==> src/rtl/mac_correlator_seq.sv <==
// -----------------------------------------------------------------------------
// mac_correlator_seq
//
// Sequencer and multiply-accumulate stage that sits right after the iq_demod
// sample delay line. Each accepted ADC sample is pushed into the delay line.
// Every tap is then read back one per cycle, multiplied by its coefficient
// from an external combinational ROM, and summed. The signed sum is presented
// to the despreader with a one-cycle valid pulse.
//
// Sequence per sample: IDLE -> SHIFT (1) -> ACCUM (p_depth) -> DONE (1) -> IDLE
//
// Ports
//   clk           : main clock
//   reset_n       : asynchronous active-low reset
//   sample_in     : signed 5-bit ADC sample
//   sample_valid  : 1-cycle strobe, sample_in is new
//   shift_data    : latched sample, to delay line data_in
//   shift_en      : to delay line data_shift_en (high only in SHIFT)
//   tap_index     : to delay line data_index and coefficient ROM address
//   tap_data      : delay line data_out for tap_index (same cycle)
//   coef_data     : signed coefficient for tap_index (same cycle)
//   busy          : high from the cycle after accept to the cycle after DONE
//   result        : signed correlation sum, held until the next DONE
//   result_valid  : 1-cycle pulse when result updates
//   overrun       : 1-cycle pulse when a sample arrives outside IDLE
// -----------------------------------------------------------------------------
module mac_correlator_seq #(
  parameter int p_depth      = 32,
  parameter int p_coef_width = 8,
  parameter int p_acc_width  = 5 + p_coef_width + $clog2(p_depth)
) (
  input  logic                       clk,
  input  logic                       reset_n,
  input  logic [4:0]                 sample_in,
  input  logic                       sample_valid,
  output logic [4:0]                 shift_data,
  output logic                       shift_en,
  output logic [$clog2(p_depth)-1:0] tap_index,
  input  logic [4:0]                 tap_data,
  input  logic [p_coef_width-1:0]    coef_data,
  output logic                       busy,
  output logic [p_acc_width-1:0]     result,
  output logic                       result_valid,
  output logic                       overrun
);

  localparam int idx_w  = $clog2(p_depth);
  localparam int prod_w = 5 + p_coef_width;

  localparam logic [idx_w-1:0] last_tap = idx_w'(p_depth - 1);
  localparam logic [idx_w-1:0] one_tap  = idx_w'(1);

  typedef enum logic [1:0] {
    IDLE  = 2'd0,
    SHIFT = 2'd1,
    ACCUM = 2'd2,
    DONE  = 2'd3
  } state_t;

  state_t                   state_reg;
  logic [4:0]               shift_data_reg;
  logic                     shift_en_reg;
  logic [idx_w-1:0]         tap_index_reg;
  logic                     busy_reg;
  logic [p_acc_width-1:0]   acc_reg;
  logic [p_acc_width-1:0]   result_reg;
  logic                     result_valid_reg;
  logic                     overrun_reg;

  // ---------------------------------------------------------------------------
  // Full-precision signed product. Both operands are sign-extended to the
  // product width first, so the low prod_w bits of the multiply are exact.
  // ---------------------------------------------------------------------------
  logic signed [prod_w-1:0] tap_ext;
  logic signed [prod_w-1:0] coef_ext;
  logic signed [prod_w-1:0] product;
  logic [p_acc_width-1:0]   product_ext;
  logic [p_acc_width-1:0]   acc_next;

  assign tap_ext  = {{p_coef_width{tap_data[4]}}, tap_data};
  assign coef_ext = {{5{coef_data[p_coef_width-1]}}, coef_data};
  assign product  = tap_ext * coef_ext;

  // Sign-extend the product up to the accumulator width bit by bit.
  genvar gi;
  generate
    for (gi = 0; gi < p_acc_width; gi++) begin : g_prod_sext
      if (gi < prod_w) begin : g_low
        assign product_ext[gi] = product[gi];
      end else begin : g_sign
        assign product_ext[gi] = product[prod_w-1];
      end
    end
  endgenerate

  // The accumulator is wide enough for p_depth worst-case products, so a
  // plain wrap-around add never actually overflows.
  assign acc_next = acc_reg + product_ext;

  // ---------------------------------------------------------------------------
  // Sequencer with registered outputs
  // ---------------------------------------------------------------------------
  always_ff @(posedge clk or negedge reset_n) begin
    if (!reset_n) begin
      state_reg        <= IDLE;
      shift_data_reg   <= '0;
      shift_en_reg     <= 1'b0;
      tap_index_reg    <= '0;
      busy_reg         <= 1'b0;
      acc_reg          <= '0;
      result_reg       <= '0;
      result_valid_reg <= 1'b0;
      overrun_reg      <= 1'b0;
    end else begin
      result_valid_reg <= 1'b0;
      // A strobe outside IDLE (DONE included) is dropped and flagged; the
      // sequence in flight carries on untouched.
      overrun_reg      <= sample_valid && (state_reg != IDLE);

      case (state_reg)
        IDLE: begin
          if (sample_valid) begin
            shift_data_reg <= sample_in;
            shift_en_reg   <= 1'b1;
            busy_reg       <= 1'b1;
            state_reg      <= SHIFT;
          end
        end

        SHIFT: begin
          // The delay line takes the new sample at the end of this cycle,
          // so tap reads start on the following cycle.
          shift_en_reg  <= 1'b0;
          tap_index_reg <= '0;
          acc_reg       <= '0;
          state_reg     <= ACCUM;
        end

        ACCUM: begin
          acc_reg       <= acc_next;
          tap_index_reg <= tap_index_reg + one_tap;  // wraps to 0 after the last tap
          if (tap_index_reg == last_tap) begin
            state_reg <= DONE;
          end
        end

        DONE: begin
          result_reg       <= acc_reg;
          result_valid_reg <= 1'b1;
          busy_reg         <= 1'b0;
          state_reg        <= IDLE;
        end

        default: begin
          state_reg <= IDLE;
        end
      endcase
    end
  end

  assign shift_data   = shift_data_reg;
  assign shift_en     = shift_en_reg;
  assign tap_index    = tap_index_reg;
  assign busy         = busy_reg;
  assign result       = result_reg;
  assign result_valid = result_valid_reg;
  assign overrun      = overrun_reg;

endmodule

==> config.mk <==
export PLATFORM = sky130hd
export DESIGN_NAME = mac_correlator_seq
export DESIGN_NICKNAME = d
export VERILOG_FILES = /design/src/rtl/mac_correlator_seq.sv
export SDC_FILE = /design/constraint.sdc
export NUM_CORES = 1
export LEC_CHECK = 0
export CAP_MARGIN = 10
export CORE_MARGIN = 4
export CORE_UTILIZATION = 49
export CTS_CLUSTER_DIAMETER = 50
export DETAILED_ROUTE_END_ITERATION = 10
export PLACE_DENSITY = 0.8
export SYNTH_ARGS = -nofsm -noshare
export SYNTH_HDL_FRONTEND = slang
export SYNTH_SLANG_ARGS = --single-unit
export TNS_END_PERCENT = 50
==> constraint.sdc <==
create_clock -name clk -period 3.85 [get_ports clk]
set_input_delay 0.5775 -clock clk [delete_from_list [all_inputs] [get_ports clk]]
set_output_delay 0.5775 -clock clk [all_outputs]
set_load 0.1 [all_outputs]
==> results of run 1 <==
-- timing repair --
item / in CTS / in global routing
setup endpoints to repair: 14 / 12
resized for setup: 81 / 20
buffers inserted: 6 / 3
pin swaps: 33 / 23
-- metrics by stage --
step / setup slack [ps] / setup TNS [ps] / hold slack (ps) / area, um2
2_1_floorplan: -1130 / -6340 / 282 / 4490
3_3_place_gp: -1700 / -17200 / 485 / 5560
3_5_place_dp: -1840 / -18590 / 492 / 5560
4_1_cts: -1060 / -8060 / 497 / 5760
5_1_grt: -1220 / -9820 / 95.6 / 5860
6_report: -1070 / -7790 / 100 / 5860
-- placed cells by master (no fill, tap or decap), types with 6 or more instances in the layout --
cell type	Yosys	final
a21o_1	10	10
a21oi_1	15	8
a21oi_2	2	9
a22o_1	7	7
and2_1	29	21
and2_4	0	8
buf_4	0	64
buf_6	0	13
clkdlybuf4s50_1	0	38
dfrtp_1	52	52
fa_1	27	25
ha_1	45	36
ha_4	0	8
inv_1	67	61
inv_2	0	6
mux2_2	23	23
nand2_1	16	12
nand3_1	13	12
nor2_1	14	10
o21ai_0	18	15
o21bai_1	6	6
xnor2_1	16	14
-- worst max-delay path by stage --
stage / startpoint / end / slack [ps] / depth (start not counted)
floorplan: tap_data[2] / acc_reg[17] / -1130 / 20
global placement: tap_data[2] / acc_reg[17] / -1700 / 22
detailed placement: tap_data[2] / acc_reg[17] / -1840 / 20
CTS: coef_data[0] / acc_reg[17] / -1060 / 22
global route: coef_data[3] / acc_reg[17] / -1220 / 23
finish: coef_data[3] / acc_reg[17] / -1070 / 22
-- layer usage --
| layer | part of all wire [%] | up-vias | routed length [um] |
|---|---|---|---|
| li1 | - | 1692 | - |
| met1 | 42 | 1702 | 3780 |
| met4 | 1.1 | 0 | 101 |
| met3 | 4.3 | 9 | 393 |
| met5 | 0 | - | 0 |
| met2 | 53 | 81 | 4810 |
-- layout make-up --
type                    instances  area (um2)  area share, %
inverters                      68         260           4.44
multi-input cells             300        3010           51.3
well taps                     105         131           2.24
flip-flops and latches         52        1300           22.2
clock buffers                   5        68.8           1.17
repair buffers                122        1070           18.2
clock inverters                 3        25.0          0.427
-- synth_stat cells, drive strengths merged, types with 4 or more instances --
cell type / n / area (um2)
nor2b: 6 / 45.0
nand3: 13 / 65.1
a211o: 4 / 35.0
o21bai: 6 / 45.0
xnor2: 16 / 140
nand2: 16 / 60.1
nor2: 14 / 52.6
and2: 29 / 181
a211oi: 4 / 35.0
xor2: 6 / 52.6
a22o: 7 / 61.3
inv: 67 / 251
a21oi: 17 / 92.6
dfrtp: 52 / 1300
clkbuf: 8 / 30.0
nand2b: 4 / 25.0
o21ai: 23 / 123
mux2: 23 / 259
ha: 45 / 563
a21o: 10 / 75.1
fa: 27 / 541
-- kinds of logic (layout without fill, tap and decap cells) --
kind of cell               count (synthesis)  in the layout  synth area share, %
xor gates and xnor gates                  22             22                 4.48
and+or+nand+nor                           93             93                 11.7
muxes                                     24             24                 6.26
adders and majority gates                 72             72                 25.7
buffers and inverters                     76            198                 6.63
AOI/OAI and AO/OA                         89             89                 15.0
DFF                                       52             52                 30.3
-- worst register-to-register path, cell delays in order (launching register included) --
cell	delay (ps)
dfrtp_1	390
ha_1	210
inv_1	70
fa_1	430
nor2b_4	150
o21ai_2	70
a21oi_2	170
o21a_2	170
o31ai_4	80
buf_4	140
o31a_1	290
or4b_1	480
nand3_1	80
==> summary.txt, run 1 <==
STA
  – Fin crit period: 4920 ps
  – Worst clock skew: 14.5 ps
  – Max-slew violation count: 0
  – RSZ-0062 raised after global routing: yes
  – Setup violators final: 11
  – Hold Fails Final Rpt: 0
  – Final worst-path cycle share: 128%
  – Slew margin rel.: 34.0%
  – Max Freq: 203 MHz
  – Slack of the critical path: -1070 ps
  – Worst Max-Slew Pin Slew: 986 ps

Logic synthesis
  – Avg Inst Size Synth: 10.0 um2
  – Mapped Nets: 521
  – Number of synthesized flops with an enable pin: 0
  – Register area share after synthesis: 30.3%
  – Post-synthesis cell area: 4300 um2
  – Yosys cell types: 50
  – Mapped Cells: 428
  – Async S/R FF share, synth: 100%
  – Synthesized flop and latch total: 52
  – Synth Flop Type: dfrtp_1
  – Total number of yosys warnings: 0

Global routing
  – Global routing usage on met2: 33.6%
  – GR peak layer: met2
  – GR met3 Demand/Resource: 2.13%
  – Remaining Overflow, GRT: 0
  – Pin count of the biggest net entering global routing: 53
  – Vias in the first global route: 3513
  – Grt met1 use: 21.4%
  – Global-route wire length before repair: 15300 um
  – Antenna violations before repair: 0
  – Total GRT Usage: 17.9%

Detailed routing
  – First DRT Iteration DRCs: 94
  – DRT Wirelength: 9080 um
  – Remaining DRCs: 0
  – Drt pass-1 iters: 4
  – Vias: 3484
  – Drt wl/cell: 13.9 um
  – DRT antenna net count: 0
  – Number of vias per cell: 5.32

Clock tree
  – CTS tree: done
  – CTS buffer count: 5
  – Clk slew on worst S/H paths: 100 ps
  – Worst-case clock buffer depth: 2
  – # hold bufs at CTS: 0
  – Skew-Pair Late Insertion Delay: 320 ps
  – CTS HTree Levels: 2
  – Clk sinks: 52
  – Clk Tree Root Cell: clkbuf_8

Layout
  – Area grow syn2layout: 36.3%
  – Post-Layout Cell Count: 655
  – Share of cells above drive strength 1: 32.2%
  – Antenna Diode Count: 0
  – Fin util: 69.9%
  – Fin nets: 642
  – Fill cells: 589

Setup path
  – Critical R2R Capture: acc_reg[14]
  – Crit path launch type: input pin
  – Reg2Reg Setup Slack: 1040 ps
  – Most frequent CP cell: fa_1
  – Buf/Inv on CP: 3
  – Largest stage delay, worst path: 490 ps
  – Reg-to-reg critical path startpoint: acc_reg[0]
  – Largest driver fanout on the critical path: 5
  – WP data arrival: 5110 ps
  – Depth of the worst register-to-register path: 12
  – CP top delay family: adder cells
  – Crit Path Class: input pin to flip-flop
  – Worst Setup End Kind: flip-flop
  – Critical-path top delay cell: fa_1
  – Cells along the critical path: buf_8 -> and2_4 -> fa_1 -> fa_1 -> inv_1 -> fa_1 -> inv_2 -> ha_4 -> o21ai_1 -> o21bai_1 -> a21oi_2 -> o31ai_2 -> xnor2_2 -> ha_1 -> a21o_1 -> a21o_1 -> a21oi_2 -> nor2b_1 -> o22a_1 -> xor2_2 -> nor2_1 -> a221o_1
  – Required @ worst endpoint: 4050 ps

Run
  – Max cap viols: 0

Min path
  – Worst Hold Class: input pin to asynchronous set/reset pin

Placed design
  – DPL Wire Length: 7210 um
  – PortBufs: 52
  – Placed Instances: 639
  – Routability cong.: 0.851

Outcome
  – Failing checks: setup timing
  – Status: finished, violations left

Floorplan
  – Die area: 10300 um2
  – Initial core utilization: 51.3%
  – Ports: 53
  – Core Area: 8380 um2
  – Die span in x: 102 um
  – Die height: 102 um
  – Cell Rows: 33
Power of run 1 is not shown: default switching activity piles up to over one toggle a cycle in this logic, so the estimate is an artifact.
==> run 2, diff against run 1 <==
- MAX_ROUTING_LAYER: default -> met4
==> run 2 against run 1 <==
The flow still finishes with violations (setup timing). Sequential cell count stayed put. Wire length is 0.11% higher. Register-to-register slack hardly changed. Setup slack hardly changed. Clock-buffer cell count stayed put.
==> summary.txt, run 2 (synthesized netlist as in run 1, its figures left out) <==
Placed design
  – Placed Instances: 639
  – Routability cong.: 0.864
  – DPL Wire Length: 7210 um
  – Placed cell area: 5560 um2
  – PortBufs: 52

Clock tree
  – CTS tree: done
  – CTS HTree Levels: 2
  – Clk sinks: 52
  – Clk slew on worst S/H paths: 100 ps
  – Skew-Pair Late Insertion Delay: 320 ps
  – CTS buffer count: 5
  – # hold bufs at CTS: 0
  – Clk Tree Root Cell: clkbuf_8
  – Worst-case clock buffer depth: 2

Layout
  – Area grow syn2layout: 36.3%
  – Post-Layout Cell Count: 655
  – Design area: 5860 um2
  – Fin nets: 642
  – Commonest cells after routing, fill and taps aside: buf_4 (64), inv_1 (61), dfrtp_1 (52)
  – Most common cell after layout, fill and taps aside: buf_4
  – Fill cells: 589
  – Antenna Diode Count: 0
  – Share of cells above drive strength 1: 32.2%

Floorplan
  – Ports: 53
  – Die area: 10300 um2
  – Die height: 102 um
  – Die span in x: 102 um
  – Initial core utilization: 51.3%
  – Core Area: 8380 um2
  – Cell Rows: 33

STA
  – Hold Slack: 101 ps
  – Worst Max-Slew Pin Slew: 987 ps
  – Max-slew violation count: 0
  – Max Freq: 203 MHz
  – Fin crit period: 4920 ps
  – Slew margin rel.: 34.0%
  – Final worst-path cycle share: 128%
  – Worst clock skew: 11.9 ps
  – Setup violators final: 11
  – RSZ-0062 raised after global routing: yes
  – Final TNS setup: -7790 ps
  – Hold Fails Final Rpt: 0
  – Slack of the critical path: -1070 ps

Run
  – Max cap viols: 0

Setup path
  – Critical R2R Capture: acc_reg[14]
  – Crit path from: coef_data[3]
  – Reg2Reg Setup Slack: 1040 ps
  – Worst Setup End Kind: flip-flop
  – Depth of the worst register-to-register path: 12
  – Crit path launch type: input pin
  – WP data arrival: 5120 ps
  – Required @ worst endpoint: 4050 ps
  – Reg-to-reg critical path startpoint: acc_reg[0]
  – Crit Path Class: input pin to flip-flop
  – Largest driver fanout on the critical path: 5

Outcome
  – Failing checks: setup timing
  – Status: finished, violations left

Global routing
  – Remaining Overflow, GRT: 0
  – Antenna violations before repair: 0
  – Total GRT Usage: 18.4%
  – Vias in the first global route: 3511
  – Pin count of the biggest net entering global routing: 53
  – Global-route wire length before repair: 15300 um

Detailed routing
  – Drt wl/cell: 13.9 um
  – First DRT Iteration DRCs: 94
  – DRT Wirelength: 9090 um
  – Number of vias per cell: 5.32
  – DRT antenna net count: 0
  – Drt pass-1 iters: 4
  – Vias: 3485
  – Remaining DRCs: 0

Min path
  – Worst Hold Class: input pin to asynchronous set/reset pin
==> run 2: cell counts in the layout (fill, tap and decap cells not counted) <==
No cell type changed its count.
==> run 2: through the flow <==
step           setup slack, ps  utilization (%)
2_1_floorplan            -1130                -
6_report                 -1070             69.9
3_3_place_gp             -1700             66.3
4_1_cts                  -1060             68.7
3_5_place_dp             -1840             66.3
5_1_grt                  -1220             69.9
==> run 2: critical path: stages <==
cell      delay (ps)
buf_8            100
and2_4           150
fa_1             490
fa_1             490
inv_1             50
fa_1             490
inv_2             50
ha_4             270
o21ai_1           60
o21bai_1         170
a21oi_2          100
o31ai_2          310
xnor2_2          140
buf_4            160
ha_1             200
a21o_1           210
a21o_1           190
a21oi_2          130
nor2b_1           60
o22a_1           200
xor2_2           170
nor2_1            80
a221o_1          280
==> run 2: layer usage <==
| layer | up-vias | GRT usage, % | share of wire, % |
|---|---|---|---|
| met5 | - | - | 0 |
| met4 | 0 | 5.11 | 1.1 |
| met3 | 9 | 2.13 | 4.6 |
| met2 | 77 | 33.6 | 53 |
| met1 | 1708 | 21.3 | 41 |
| li1 | 1691 | - | - |
==> run 2: final cells by class <==
class                   instances  area [um2]  share of cell area [%]
multi-input cells             300        3010                    51.3
flip-flops and latches         52        1300                    22.2
repair buffers                122        1070                    18.2
inverters                      68         260                    4.44
well taps                     105         131                    2.24
clock buffers                   5        68.8                    1.17
clock inverters                 3        25.0                   0.427
==> run 2: timing repair <==
action / CTS / global route
pin swaps: 33 / 23
endpoints found under the setup margin: 14 / 12
resized for setup: 81 / 20
setup buffers: 6 / 3
==> run 2: worst max path at each step <==
stage	slack (ps)	cells after the start	end
floorplan	-1130	20	acc_reg[17]
global placement	-1700	22	acc_reg[17]
detailed placement	-1840	20	acc_reg[17]
CTS	-1060	22	acc_reg[17]
global route	-1220	23	acc_reg[17]
finish	-1070	23	acc_reg[17]
Power of run 2 is left out for the same reason.
==> run 3, diff against run 2 <==
- SKIP_LAST_GASP: default -> 1
- SLEW_MARGIN: default -> 10
==> run 3 against run 2 <==
The flow still finishes with violations (setup timing). Utilization down 1.0 points. Cell area down 1.4%. Die area unchanged. Maximum frequency down 1.2%. Hold slack better by 170 ps. Clock skew up 1.3 ps. Sequential share of layout area up 0.32 points. Critical endpoint unchanged. Largest cell class unchanged.
==> summary.txt, run 3 (synthesized netlist as in run 1, its figures left out) <==
Clock tree
  – Clk sinks: 52
  – Clk slew on worst S/H paths: 100 ps
  – CTS tree: done
  – Clk Tree Root Cell: clkbuf_8
  – Worst-case clock buffer depth: 2
  – CTS buffer count: 5
  – Skew-Pair Late Insertion Delay: 320 ps
  – CTS HTree Levels: 2

Setup path
  – Cells along the critical path: dlygate4sd2_1 -> and2_4 -> fa_1 -> inv_1 -> fa_1 -> fa_1 -> inv_1 -> ha_4 -> nand2_1 -> nor2_1 -> a211oi_2 -> o31ai_2 -> xnor2_2 -> buf_4 -> ha_1 -> a21o_1 -> a21o_1 -> a21oi_1 -> nor2b_1 -> o22a_1 -> xor2_2 -> nor2_1 -> a221o_1
  – WP data arrival: 5170 ps
  – Crit path depth: 23
  – Buf/Inv on CP: 4
  – CP top delay family: adder cells
  – Crit Path Class: input pin to flip-flop
  – Most frequent CP cell: fa_1
  – Critical-path top delay cell: fa_1
  – Largest stage delay, worst path: 530 ps
  – Largest driver fanout on the critical path: 5
  – Required @ worst endpoint: 4040 ps
  – Worst Setup End Kind: flip-flop
  – Depth of the worst register-to-register path: 12
  – Crit path launch type: input pin

Layout
  – Post-Layout Cell Count: 653
  – Antenna Diode Count: 0
  – Fin util: 68.9%
  – Commonest cells after routing, fill and taps aside: buf_4 (66), inv_1 (61), dfrtp_1 (52)
  – Fin nets: 640
  – Area grow syn2layout: 34.3%
  – Share of cells above drive strength 1: 30.3%
  – Most common cell after layout, fill and taps aside: buf_4

Detailed routing
  – DRT antenna net count: 0
  – Number of vias per cell: 5.25
  – Drt pass-1 iters: 4
  – Drt wl/cell: 13.6 um
  – Vias: 3428
  – First DRT Iteration DRCs: 77
  – DRT Wirelength: 8910 um
  – Remaining DRCs: 0

Global routing
  – Antenna violations before repair: 0
  – Pin count of the biggest net entering global routing: 53
  – Global-route wire length before repair: 15300 um
  – Remaining Overflow, GRT: 0
  – Total GRT Usage: 18.5%
  – Vias in the first global route: 3530

Floorplan
  – Die span in x: 102 um
  – Die height: 102 um
  – Core Area: 8380 um2
  – Ports: 53
  – Cell Rows: 33
  – Die area: 10300 um2
  – Initial core utilization: 51.3%

Placed design
  – DPL Wire Length: 7210 um
  – Routability cong.: 0.864
  – PortBufs: 52
  – Placed Instances: 639
  – DP Worst Slack: -1840 ps

Outcome
  – Failing checks: setup timing
  – Status: finished, violations left

STA
  – Setup violators final: 11
  – Worst clock skew: 13.2 ps
  – Worst Max-Slew Pin Slew: 988 ps
  – Hold Fails Final Rpt: 0
  – Max Freq: 201 MHz
  – Slack of the critical path: -1130 ps
  – Slew margin rel.: 33.9%
  – Final worst-path cycle share: 129%
  – Fin crit period: 4980 ps
  – RSZ-0062 raised after global routing: yes
  – Max-slew violation count: 0

Run
  – Max cap viols: 0

Min path
  – Worst Hold Class: input pin to asynchronous set/reset pin
-- run 3: final timing paths --
check / from / to / slack (ps)
setup / recovery: coef_data[7] / acc_reg[17] / -1130
hold / removal: reset_n / result[0] / 270
setup reg to reg: acc_reg[0] / acc_reg[14] / 970
hold reg to reg: shift_data[0] / shift_data[0] / 510
max in group asynchronous: reset_n / acc_reg[14] / 3160
min in group clk: shift_data[0] / shift_data[0] / 510
-- run 3: area by class of cell --
class / instances / area [um2]
multi-input cells: 300 / 2950
fillers: 611 / 2610
flip-flops and latches: 52 / 1300
repair buffers: 120 / 1040
inverters: 68 / 260
well taps: 105 / 131
clock buffers: 5 / 68.8
clock inverters: 3 / 25.0
-- run 3: what timing repair did --
item	in CTS	in global routing
endpoints found under the setup margin	14	12
buffers inserted	6	2
pin swaps	30	16
resized for setup	75	7
hold buffers	0	0
-- run 3: worst reg2reg max path, stage by stage (launching register included) --
cell     delay, ps
dfrtp_1        390
ha_1           210
inv_1           70
fa_1           430
nor2b_4        150
o21ai_2         70
a21oi_2        170
o21a_2         170
o31ai_4         80
buf_4          140
o31a_1         320
or4b_1         530
nand3_1         80
-- run 3: routing by layer --
| metal | global-route usage [%] | vias up | share of wire (%) | wire length, um |
|---|---|---|---|---|
| met4 | 4.91 | 0 | 1.1 | 99 |
| met1 | 21.3 | 1665 | 43 | 3810 |
| met2 | 34.1 | 71 | 52 | 4630 |
| met3 | 2.07 | 9 | 4.1 | 367 |
| met5 | - | - | 0 | 0 |
| li1 | - | 1683 | - | - |
-- run 3: stage by stage --
step	cell area [um2]	hold slack [ps]	TNS, ps
floorplan	4490	282	-6340
global placement	5560	485	-17200
detailed placement	5560	492	-18590
CTS	5730	497	-8290
global route	5780	320	-10680
finish	5780	269	-8680
Power of run 3 is left out for the same reason.
